**src/rtl/gf2m_digit_feeder_if.sv**
```systemverilog
`default_nettype none
// ============================================================================
// Module      : gf2m_digit_feeder_if
// Description : Bundles the operand handshake, the multiplier-core bus and
//               the result handshake of the GF(2^m) digit feeder.
// Revision    : 1.0 - initial release
// ============================================================================
interface gf2m_digit_feeder_if #(
  parameter int DATA_WIDTH = 163,
  parameter int DIGITAL    = 16
);
  // Operand triple handshake
  logic                  in_valid;
  logic                  in_ready;
  logic [DATA_WIDTH-1:0] in_a;
  logic [DATA_WIDTH-1:0] in_b;
  logic [DATA_WIDTH-1:0] in_g;
  // Multiplier core bus
  logic                  mul_start;
  logic [DATA_WIDTH-1:0] mul_a;
  logic [DATA_WIDTH-1:0] mul_g;
  logic [DIGITAL-1:0]    mul_b;
  logic [DATA_WIDTH-1:0] mul_t;
  logic                  mul_done;
  // Result handshake and status
  logic                  out_valid;
  logic                  out_ready;
  logic [DATA_WIDTH-1:0] out_data;
  logic                  busy;

  // Environment side: supplies operands, the core response and out_ready
  modport master (
    output in_valid, in_a, in_b, in_g, mul_t, mul_done, out_ready,
    input  in_ready, mul_start, mul_a, mul_g, mul_b, out_valid, out_data, busy
  );

  // Feeder side
  modport slave (
    input  in_valid, in_a, in_b, in_g, mul_t, mul_done, out_ready,
    output in_ready, mul_start, mul_a, mul_g, mul_b, out_valid, out_data, busy
  );
endinterface
`default_nettype wire

```
**src/rtl/gf2m_digit_feeder.sv**
```systemverilog
`default_nettype none
// ============================================================================
// Module      : gf2m_digit_feeder
// Description : Front-end sequencer for the digit-serial GF(2^m) multiplier.
//               Latches an operand triple, strobes the core, streams b
//               MSB-digit first, captures the core result and returns it.
// Revision    : 1.0 - initial release
// ============================================================================
module gf2m_digit_feeder #(
  parameter int DATA_WIDTH = 163,
  parameter int DIGITAL    = 16
) (
  input  logic                clk,
  input  logic                rst,   // asynchronous, active-low
  gf2m_digit_feeder_if.slave  bus
);

  localparam int NUM_DIGITS = (DATA_WIDTH + DIGITAL - 1) / DIGITAL;
  localparam int SR_W       = NUM_DIGITS * DIGITAL;
  localparam int CNT_W      = $clog2(NUM_DIGITS + 1);

  typedef enum logic [2:0] {
    S_IDLE  = 3'd0,
    S_START = 3'd1,
    S_FEED  = 3'd2,
    S_WAIT  = 3'd3,
    S_OUT   = 3'd4
  } state_t;

  state_t                state_q, state_d;
  logic [DATA_WIDTH-1:0] a_q, a_d;
  logic [DATA_WIDTH-1:0] g_q, g_d;
  logic [DATA_WIDTH-1:0] res_q, res_d;
  logic [SR_W-1:0]       b_sr_q, b_sr_d;
  logic [CNT_W-1:0]      cnt_q, cnt_d;

  // State and datapath registers, cleared asynchronously
  always_ff @(posedge clk or negedge rst) begin
    if (!rst) begin
      state_q <= S_IDLE;
      a_q     <= '0;
      g_q     <= '0;
      res_q   <= '0;
      b_sr_q  <= '0;
      cnt_q   <= '0;
    end else begin
      state_q <= state_d;
      a_q     <= a_d;
      g_q     <= g_d;
      res_q   <= res_d;
      b_sr_q  <= b_sr_d;
      cnt_q   <= cnt_d;
    end
  end

  // Next-state and datapath update; b is zero-extended so the pad bits land
  // in the top of digit 0 and the shift leaves zeros behind for WAIT
  always_comb begin
    state_d = state_q;
    a_d     = a_q;
    g_d     = g_q;
    res_d   = res_q;
    b_sr_d  = b_sr_q;
    cnt_d   = cnt_q;
    case (state_q)
      S_IDLE: begin
        if (bus.in_valid) begin
          a_d     = bus.in_a;
          g_d     = bus.in_g;
          b_sr_d  = SR_W'(bus.in_b);
          state_d = S_START;
        end
      end
      S_START: begin
        cnt_d   = '0;
        state_d = S_FEED;
      end
      S_FEED: begin
        b_sr_d = b_sr_q << DIGITAL;
        cnt_d  = cnt_q + CNT_W'(1);
        if (cnt_q == CNT_W'(NUM_DIGITS - 1)) begin
          state_d = S_WAIT;
        end
      end
      S_WAIT: begin
        if (bus.mul_done) begin
          res_d   = bus.mul_t;
          state_d = S_OUT;
        end
      end
      S_OUT: begin
        if (bus.out_ready) begin
          state_d = S_IDLE;
        end
      end
      default: state_d = S_IDLE;
    endcase
  end

  // Outputs come only from registers or the decoded state
  assign bus.in_ready  = (state_q == S_IDLE);
  assign bus.busy      = (state_q != S_IDLE);
  assign bus.mul_start = (state_q == S_START);
  assign bus.mul_a     = a_q;
  assign bus.mul_g     = g_q;
  assign bus.mul_b     = b_sr_q[SR_W-1 -: DIGITAL];
  assign bus.out_valid = (state_q == S_OUT);
  assign bus.out_data  = res_q;

endmodule
`default_nettype wire
```
**src/flat_wrapper.sv**
```systemverilog
// flat-port wrapper written by rule: the top's interface ports become plain ports
module gf2m_digit_feeder_flat 
#(
  parameter int DATA_WIDTH = 163,
  parameter int DIGITAL    = 16
)
  (clk, rst, bus_in_valid, bus_in_a, bus_in_b, bus_in_g, bus_mul_t, bus_mul_done, bus_out_ready, bus_in_ready, bus_mul_start, bus_mul_a, bus_mul_g, bus_mul_b, bus_out_valid, bus_out_data, bus_busy);
  gf2m_digit_feeder_if #(.DATA_WIDTH(DATA_WIDTH), .DIGITAL(DIGITAL)) bus_i ();
  input  logic clk;
  input  logic rst;
  input wire logic [$bits(bus_i.in_valid)-1:0] bus_in_valid;
  input wire logic [$bits(bus_i.in_a)-1:0] bus_in_a;
  input wire logic [$bits(bus_i.in_b)-1:0] bus_in_b;
  input wire logic [$bits(bus_i.in_g)-1:0] bus_in_g;
  input wire logic [$bits(bus_i.mul_t)-1:0] bus_mul_t;
  input wire logic [$bits(bus_i.mul_done)-1:0] bus_mul_done;
  input wire logic [$bits(bus_i.out_ready)-1:0] bus_out_ready;
  output wire logic [$bits(bus_i.in_ready)-1:0] bus_in_ready;
  output wire logic [$bits(bus_i.mul_start)-1:0] bus_mul_start;
  output wire logic [$bits(bus_i.mul_a)-1:0] bus_mul_a;
  output wire logic [$bits(bus_i.mul_g)-1:0] bus_mul_g;
  output wire logic [$bits(bus_i.mul_b)-1:0] bus_mul_b;
  output wire logic [$bits(bus_i.out_valid)-1:0] bus_out_valid;
  output wire logic [$bits(bus_i.out_data)-1:0] bus_out_data;
  output wire logic [$bits(bus_i.busy)-1:0] bus_busy;
  assign bus_i.in_valid = bus_in_valid;
  assign bus_i.in_a = bus_in_a;
  assign bus_i.in_b = bus_in_b;
  assign bus_i.in_g = bus_in_g;
  assign bus_i.mul_t = bus_mul_t;
  assign bus_i.mul_done = bus_mul_done;
  assign bus_i.out_ready = bus_out_ready;
  assign bus_in_ready = bus_i.in_ready;
  assign bus_mul_start = bus_i.mul_start;
  assign bus_mul_a = bus_i.mul_a;
  assign bus_mul_g = bus_i.mul_g;
  assign bus_mul_b = bus_i.mul_b;
  assign bus_out_valid = bus_i.out_valid;
  assign bus_out_data = bus_i.out_data;
  assign bus_busy = bus_i.busy;
  gf2m_digit_feeder #(.DATA_WIDTH(DATA_WIDTH), .DIGITAL(DIGITAL)) u_core (.clk(clk), .rst(rst), .bus(bus_i));
endmodule
```
**config.mk**
```make
export PLATFORM = sky130hd
export DESIGN_NAME = gf2m_digit_feeder_flat
export DESIGN_NICKNAME = d
export VERILOG_FILES = /design/src/rtl/gf2m_digit_feeder_if.sv /design/src/rtl/gf2m_digit_feeder.sv /design/src/flat_wrapper.sv
export SDC_FILE = /design/constraint.sdc
export NUM_CORES = 1
export LEC_CHECK = 0
export CORE_AREA = 2 2 453 455
export CTS_BUF_LIST = sky130_fd_sc_hd__clkbuf_4
export DETAILED_ROUTE_END_ITERATION = 16
export DIE_AREA = 0 0 455 457
export PLACE_DENSITY = 0.4
export SLEW_MARGIN = 10
export SYNTH_ARGS = -nofsm -noshare
export SYNTH_HDL_FRONTEND = slang
export SYNTH_SLANG_ARGS = --single-unit
```
**constraint.sdc**
```tcl
create_clock -name clk -period 2.2 [get_ports clk]
set_input_delay 0.22 -clock clk [delete_from_list [all_inputs] [get_ports clk]]
set_output_delay 0.22 -clock clk [all_outputs]
set_load 0.02 [all_outputs]
```
==> flow_summary.yaml, run 1 <==
run_status:
  status: "complete, but fails checks"
  failed_checks: "negative setup slack"
synth:
  synthTopCellsByArea: "dfrtp_1 65%, mux2_2 21%, a22o_1 6.0%, a21o_1 4.3%, buf_2 1.2%"
  mappedNetlistArea_um2: 25900
  postSynthCellCount: 1646
  synth_edf_count: 0
  synthDistinctLibCells: 28
  yosys.area.top_type: "dfrtp_1"
  seq_area_frac_synth: 0.649
  ys.flop_type: "dfrtp_1"
  synth_fp_nets: 2305
  ys_ff_latch: 672
  ys_warn_count: 0
  async_flop_share: 1.00
  synth_top_area_share: 0.649
  syn_avg_cell_area_um2: 15.7
routing:
  routedWlPerCell_um: 20.1
  drtAntennaViolNets: 0
  dr.pass1.iters: 5
  avgViaCountPerCell: 3.49
  drc: 0
  drt-total-wl_um: 142000
  drtIter0Drc: 796
  vias: 24700
worst_setup_path:
  path_depth: 4
  worstSetupEndpointType: "output pin"
  cpLargestDelayFamily: "flip-flops"
  path_buf_inv: 3
  crit_start: "u_core.state_q[1]$_DFFE_PN0P_"
  rrSetupSlack_ns: -0.09
  crit_slowest_cell: "dfrtp_2"
  r2r_start: "u_core.state_q[1]$_DFFE_PN0P_"
  rr_endpoint: "u_core.bus.mul_a[0]$_DFFE_PN0P_"
  arrival_ns: 2.38
  crit_type: "reg -> out"
  cp_cell_sequence: "buf_6 -> or3b_4 -> inv_4 -> buf_12"
  start_kind: "flip-flop"
  path_max_fanout: 5
  slowest_delay_ns: 0.44
  endpoint: "bus_mul_start"
  r2r_cells: 7
  cp.required_ns: 1.98
placement:
  gp_congestion: 0.856
  numPortBuffers: 1165
  post_dp_cell_area_um2: 41500
  hpwl_um: 106000
  placedCellCount: 5466
finish:
  stdcell_count: 7075
  fin_nets: 4873
  area_growth_pct: 121
  drive_gt1_frac: 0.360
  final_cell_area_um2: 57200
  fin_util: 0.281
floorplanning:
  initial_utilization: 0.127
  rows: 166
  fp.dieH_um: 457
  top_level_ports: 1166
  die_x_um: 455
  core_area_um2: 203000
  die-area_um2: 208000
sta:
  fin_tns_setup_ns: -5.35
  clock_skew_ns: 0.0576
  hold_viol_final: 0
  relSlewSlack: 0.519
  fmax_mhz: 385
  finalSetupViolCount: 129
  period_share: 1.18
  drv_slew: 0
  worst_pin_slew_ns: 0.721
  worst_slack_ns: -0.395
  rsz0062_at_grt: "yes"
  final.min_clock_period_ns: 2.60
clock_tree:
  cts_root_buf: "clkbuf_4"
  clkLatencyLatePin_ns: 1.24
  max-clock-path-buffers: 3
  clock_sinks: 672
  clk_pin_slew_ns: 0.07
  numCtsBuffers: 209
  cts_tree: "yes"
  ctsHtreeMaxLevel: 4
hold_path:
  hold_path.class: "in -> reg"
power_and_ir_drop:
  clkPwrFrac: 0.175
  switching_share: 0.386
  internal-power_w: 0.0455
  p_seq_frac: 0.322
  cellPowerDensity_nw_per_um2: 1300
  p_leak_nw: 25.3
  max-vdd-ir-drop_mv: 0.780
  p_sw_w: 0.0286
  power_w: 0.0741
  power_frac_comb: 0.503
global_route:
  antenna_found_initial: 41
  grt_pass1_vias: 27100
  grt_max_degree: 86
  grt_pass1_wl_um: 196000
  track_usage: 0.131
  global_route.overflow_total: 0
run:
  maxCapViolations: 0
## cell usage after synthesis, types with 2 or more instances
cell type,count
a21o_1,147
a22o_1,176
buf_1,3
buf_2,64
buf_4,37
clkbuf_1,24
dfrtp_1,672
ha_1,2
inv_1,4
mux2_2,489
mux2i_1,3
nand2_1,5
nor2_1,4
nor4bb_1,2
## flip-flops by register name, indices dropped and copies added, names as in the netlist
name / count
u_core.bus.mul_g: 163
u_core.bus.out_data: 163
u_core.b_sr_q: 176
u_core.state_q: 3
u_core.cnt_q: 4
u_core.bus.mul_a: 163
## cell type report
| cell class | count | area [um2] |
|---|---|---|
| Clock inverter | 62 | 344 |
| Fill cell | 21100 | 146000 |
| Antenna cell | 12 | 30.0 |
| Clock buffer | 310 | 2330 |
| Tap cell | 2688 | 3360 |
| Multi-Input combinational cell | 842 | 8460 |
| Inverter | 4 | 17.5 |
| Sequential cell | 672 | 16900 |
| Timing Repair Buffer | 2485 | 25800 |
## metrics by stage
stage / hold WS, ns / worst slack, ns
4_1_cts: 0.000596 / -0.682
3_3_place_gp: 0.136 / -0.0562
2_1_floorplan: -0.0756 / 0.436
5_1_grt: 0.0445 / -0.673
3_5_place_dp: 0.139 / -0.0603
6_report: 0.268 / -0.395
## placed cells by master, fill, tap and decap left out, drive strengths merged
cell and n:
nand2 5, mux2i 3, dlymetal6s4s 1, dlygate4sd3 1121, buf 699, a31oi 1, nor4b 1, nand4 1
or3b 1, and3 1, xnor2 1, a21oi 1, nand2b 1, a21o 147, dfrtp 672, clkinvlp 3
nand3b 1, nor3b 1, inv 9, nor2 4, bufinv 1, clkbuf 318, clkdlybuf4s15 1, o21ai 1
o22ai 1, ha 2, nor3 1, clkdlybuf4s50 655, diode 12, nor4bb 2, clkinv 53, or3 1
a22o 176, mux2 489
## power by group through the flow
| stage | clock network [W] | logic, W | registers, W |
|---|---|---|---|
| floorplan | 0 | 0.0111 | 0.0273 |
| global placement | 0 | 0.0333 | 0.0230 |
| finish | 0.0130 | 0.0373 | 0.0239 |
| CTS | 0.0139 | 0.0372 | 0.0239 |
| detailed placement | 0 | 0.0334 | 0.0231 |
| global route | 0.0145 | 0.0396 | 0.0246 |
## cells by family after synthesis
family                   synth area share
AO/OA/AOI/OAI                       0.103
XOR/XNOR                         0.000338
adder cells (fa/ha/maj)          0.000966
buffers and inverters              0.0276
flip-flops                          0.649
multiplexers                        0.214
AND/OR/NAND/NOR                   0.00474
## metal layers
metal,share of wire,vias up,track usage
met4,0.031,10,0.0443
met2,0.48,985,0.222
met1,0.39,12100,0.145
met3,0.098,311,0.0577
li1,-,11300,-
met5,0.00052,-,0
## what timing repair did
action	4_1_cts	5_1_grt
endpoints found under the hold margin	1327	0
endpoints found under the setup margin	510	300
buffers inserted	61	31
resized for setup	3219	38
gates cloned	0	10
hold buffers	1132	0
pin swaps	1	8
## tightest hold or removal path, stage by stage
cell and delay (ns):
dlygate4sd3_1 0.56, clkdlybuf4s50_1 0.50, mux2_2 0.15
## worst min-delay path by stage
stage / startpoint / endpoint / slack (ns) / cells past startpoint
detailed placement: rst / u_core.bus.out_data[159]$_DFFE_PN0P_ / 0.14 / 1
floorplan: rst / u_core.b_sr_q[0]$_DFFE_PN0P_ / -0.08 / 0
global placement: rst / u_core.bus.out_data[159]$_DFFE_PN0P_ / 0.14 / 1
global route: bus_mul_t[40] / u_core.bus.out_data[40]$_DFFE_PN0P_ / 0.04 / 3
finish: bus_mul_t[32] / u_core.bus.out_data[32]$_DFFE_PN0P_ / 0.27 / 3
CTS: bus_in_a[133] / u_core.bus.mul_a[133]$_DFFE_PN0P_ / 0.0006 / 3
No activity file was read; power rests on OpenSTA's default activity.
==> run 2, diff against run 1 <==
Settings changed: CAP_MARGIN set to 25.
==> results of run 2 <==
The final DEF is identical to that of run 1; final timing and power are the same.
==> run 3, diff against run 2 <==
Settings changed: SETUP_SLACK_MARGIN set to 0.15.
==> run 3 against run 2 <==
Critical path depth stayed put. First-iteration DRC count up 19%. Sequential power about the same. Maximum frequency rose by 0.15%. Sequential share of layout area decreased by 1.1 points. Total power increased by 5.7%. Clock skew increased by 0.0055 ns. Critical endpoint unchanged. Worst setup slack better by 0.0040 ns. Final area is 3.7% higher. Register-to-register slack barely moved. Via count increased by 2.2%. The flow still finishes with violations (negative setup slack). Die area did not move.
==> flow_summary.yaml, run 3 (same netlist as run 1, synthesis figures left out) <==
worst_setup_path:
  crit_slowest_cell: "dfrtp_2"
  path_max_fanout: 4
  slowest_delay_ns: 0.44
  crit_type: "reg -> out"
  worstSetupEndpointType: "output pin"
  cp.required_ns: 1.98
  start_kind: "flip-flop"
  cp_cell_sequence: "buf_6 -> or3b_4 -> inv_4 -> buf_12"
  arrival_ns: 2.37
floorplanning:
  die_x_um: 455
  die-area_um2: 208000
  rows: 166
  top_level_ports: 1166
  core_area_um2: 203000
  initial_utilization: 0.127
  fp.dieH_um: 457
placement:
  post_dp_cell_area_um2: 41500
  numPortBuffers: 1165
  gp_congestion: 0.856
  hpwl_um: 106000
  placedCellCount: 5466
sta:
  finalSetupViolCount: 405
  drv_slew: 0
  clock_skew_ns: 0.0631
  period_share: 1.18
  worst_pin_slew_ns: 0.608
  relSlewSlack: 0.595
  rsz0062_at_grt: "yes"
  fmax_mhz: 386
  worst_slack_ns: -0.391
  final.min_clock_period_ns: 2.59
  hold_viol_final: 0
global_route:
  track_usage: 0.131
  grt_max_degree: 86
  grt_pass1_wl_um: 195000
  grt_pass1_vias: 27100
  global_route.overflow_total: 0
  antenna_found_initial: 43
routing:
  dr.pass1.iters: 5
  vias: 25300
  routedWlPerCell_um: 21.0
  drtIter0Drc: 945
  drc: 0
  avgViaCountPerCell: 3.53
  drt-total-wl_um: 150000
  drtAntennaViolNets: 0
clock_tree:
  ctsHtreeMaxLevel: 4
  max-clock-path-buffers: 3
  clock_sinks: 672
  clkLatencyLatePin_ns: 1.25
  cts_tree: "yes"
  numCtsBuffers: 209
  cts_root_buf: "clkbuf_4"
  clk_pin_slew_ns: 0.07
run:
  maxCapViolations: 0
finish:
  drive_gt1_frac: 0.373
  multi_input_area_um2: 8930
  final_common_cell: "dlygate4sd3_1"
  fin_nets: 4959
  area_growth_pct: 129
  most-common-layout-cells: "1120 x dlygate4sd3_1, 655 x clkdlybuf4s50_1, 635 x dfrtp_1"
  largest_reg_flops: 176
  seq_area_um2: 16900
  stdcell_count: 7162
  final_cell_area_um2: 59300
  top_register: "u_core.b_sr_q"
  fill_cells: 20900
power_and_ir_drop:
  p_seq_frac: 0.306
  switching_share: 0.382
  internal-power_w: 0.0485
  power_frac_comb: 0.528
  cellPowerDensity_nw_per_um2: 1320
  power_w: 0.0784
  p_sw_w: 0.0299
  p_leak_nw: 26.5
  max-vdd-ir-drop_mv: 0.778
  clkPwrFrac: 0.166
run_status:
  failed_checks: "negative setup slack"
  status: "complete, but fails checks"
hold_path:
  hold_path.class: "in -> reg"
==> run 3: per-stage QoR <==
stage,setup TNS (ns),setup WS (ns),hold WS [ns],utilization
floorplan,0,0.436,-0.0756,-
global placement,-1.88,-0.0562,0.136,0.204
detailed placement,-2.69,-0.0603,0.139,0.204
CTS,-29.85,-0.682,0.000596,0.278
global route,-54.68,-0.669,0.0451,0.292
finish,-16.11,-0.391,0.230,0.292
==> run 3: area by class of cell <==
cell class	instances	share of cell area
flip-flops and latches	672	0.284
clock inverters	62	0.00580
repair buffers	2571	0.463
multi-input cells	842	0.151
well taps	2688	0.0567
clock buffers	310	0.0392
diodes	13	0.000548
inverters	4	0.000295
==> run 3: routing by layer <==
metal,GRT usage,up-vias,routed length (um)
li1,-,11500,-
met2,0.222,1005,72200
met4,0.0448,10,4460
met5,0,-,70
met3,0.0574,304,14200
met1,0.145,12400,59100
==> run 3: worst paths after layout <==
| kind | startpoint | endpoint | slack [ns] | cells past startpoint |
|---|---|---|---|---|
| min in group asynchronous | rst | u_core.bus.out_data[61]$_DFFE_PN0P_ | 0.61 | 5 |
| setup reg to reg | u_core.state_q[1]$_DFFE_PN0P_ | u_core.bus.mul_a[24]$_DFFE_PN0P_ | -0.10 | 9 |
| hold / removal | bus_mul_t[32] | u_core.bus.out_data[32]$_DFFE_PN0P_ | 0.23 | 3 |
| setup / recovery | u_core.state_q[2]$_DFFE_PN0P_ | bus_mul_start | -0.39 | 4 |
| max in group asynchronous | rst | u_core.bus.mul_a[121]$_DFFE_PN0P_ | 0.70 | 6 |
| hold reg to reg | u_core.b_sr_q[147]$_DFFE_PN0P_ | u_core.b_sr_q[163]$_DFFE_PN0P_ | 0.46 | 1 |
==> run 3: what timing repair did <==
action | in CTS | in global routing
pin swaps | 2 | 12
hold endpoints to repair | 1329 | 0
gates cloned | 0 | 56
endpoints found under the setup margin | 634 | 846
hold buffers | 1121 | 0
buffers inserted | 65 | 69
resized for setup | 3226 | 222
==> run 3: worst max-delay path, delay by kind of cell, from the launching register on <==
family | cells | cell delay, ns
AND/OR/NAND/NOR | 1 | 0.41
buffers and inverters | 3 | 0.33
flip-flops | 1 | 0.44
==> run 3: power by group through the flow <==
stage	Combinational (W)	Sequential (W)	Clock [W]
global placement	0.0333	0.0230	0
detailed placement	0.0334	0.0231	0
global route	0.0438	0.0247	0.0145
floorplan	0.0111	0.0273	0
CTS	0.0371	0.0239	0.0139
finish	0.0414	0.0240	0.0130
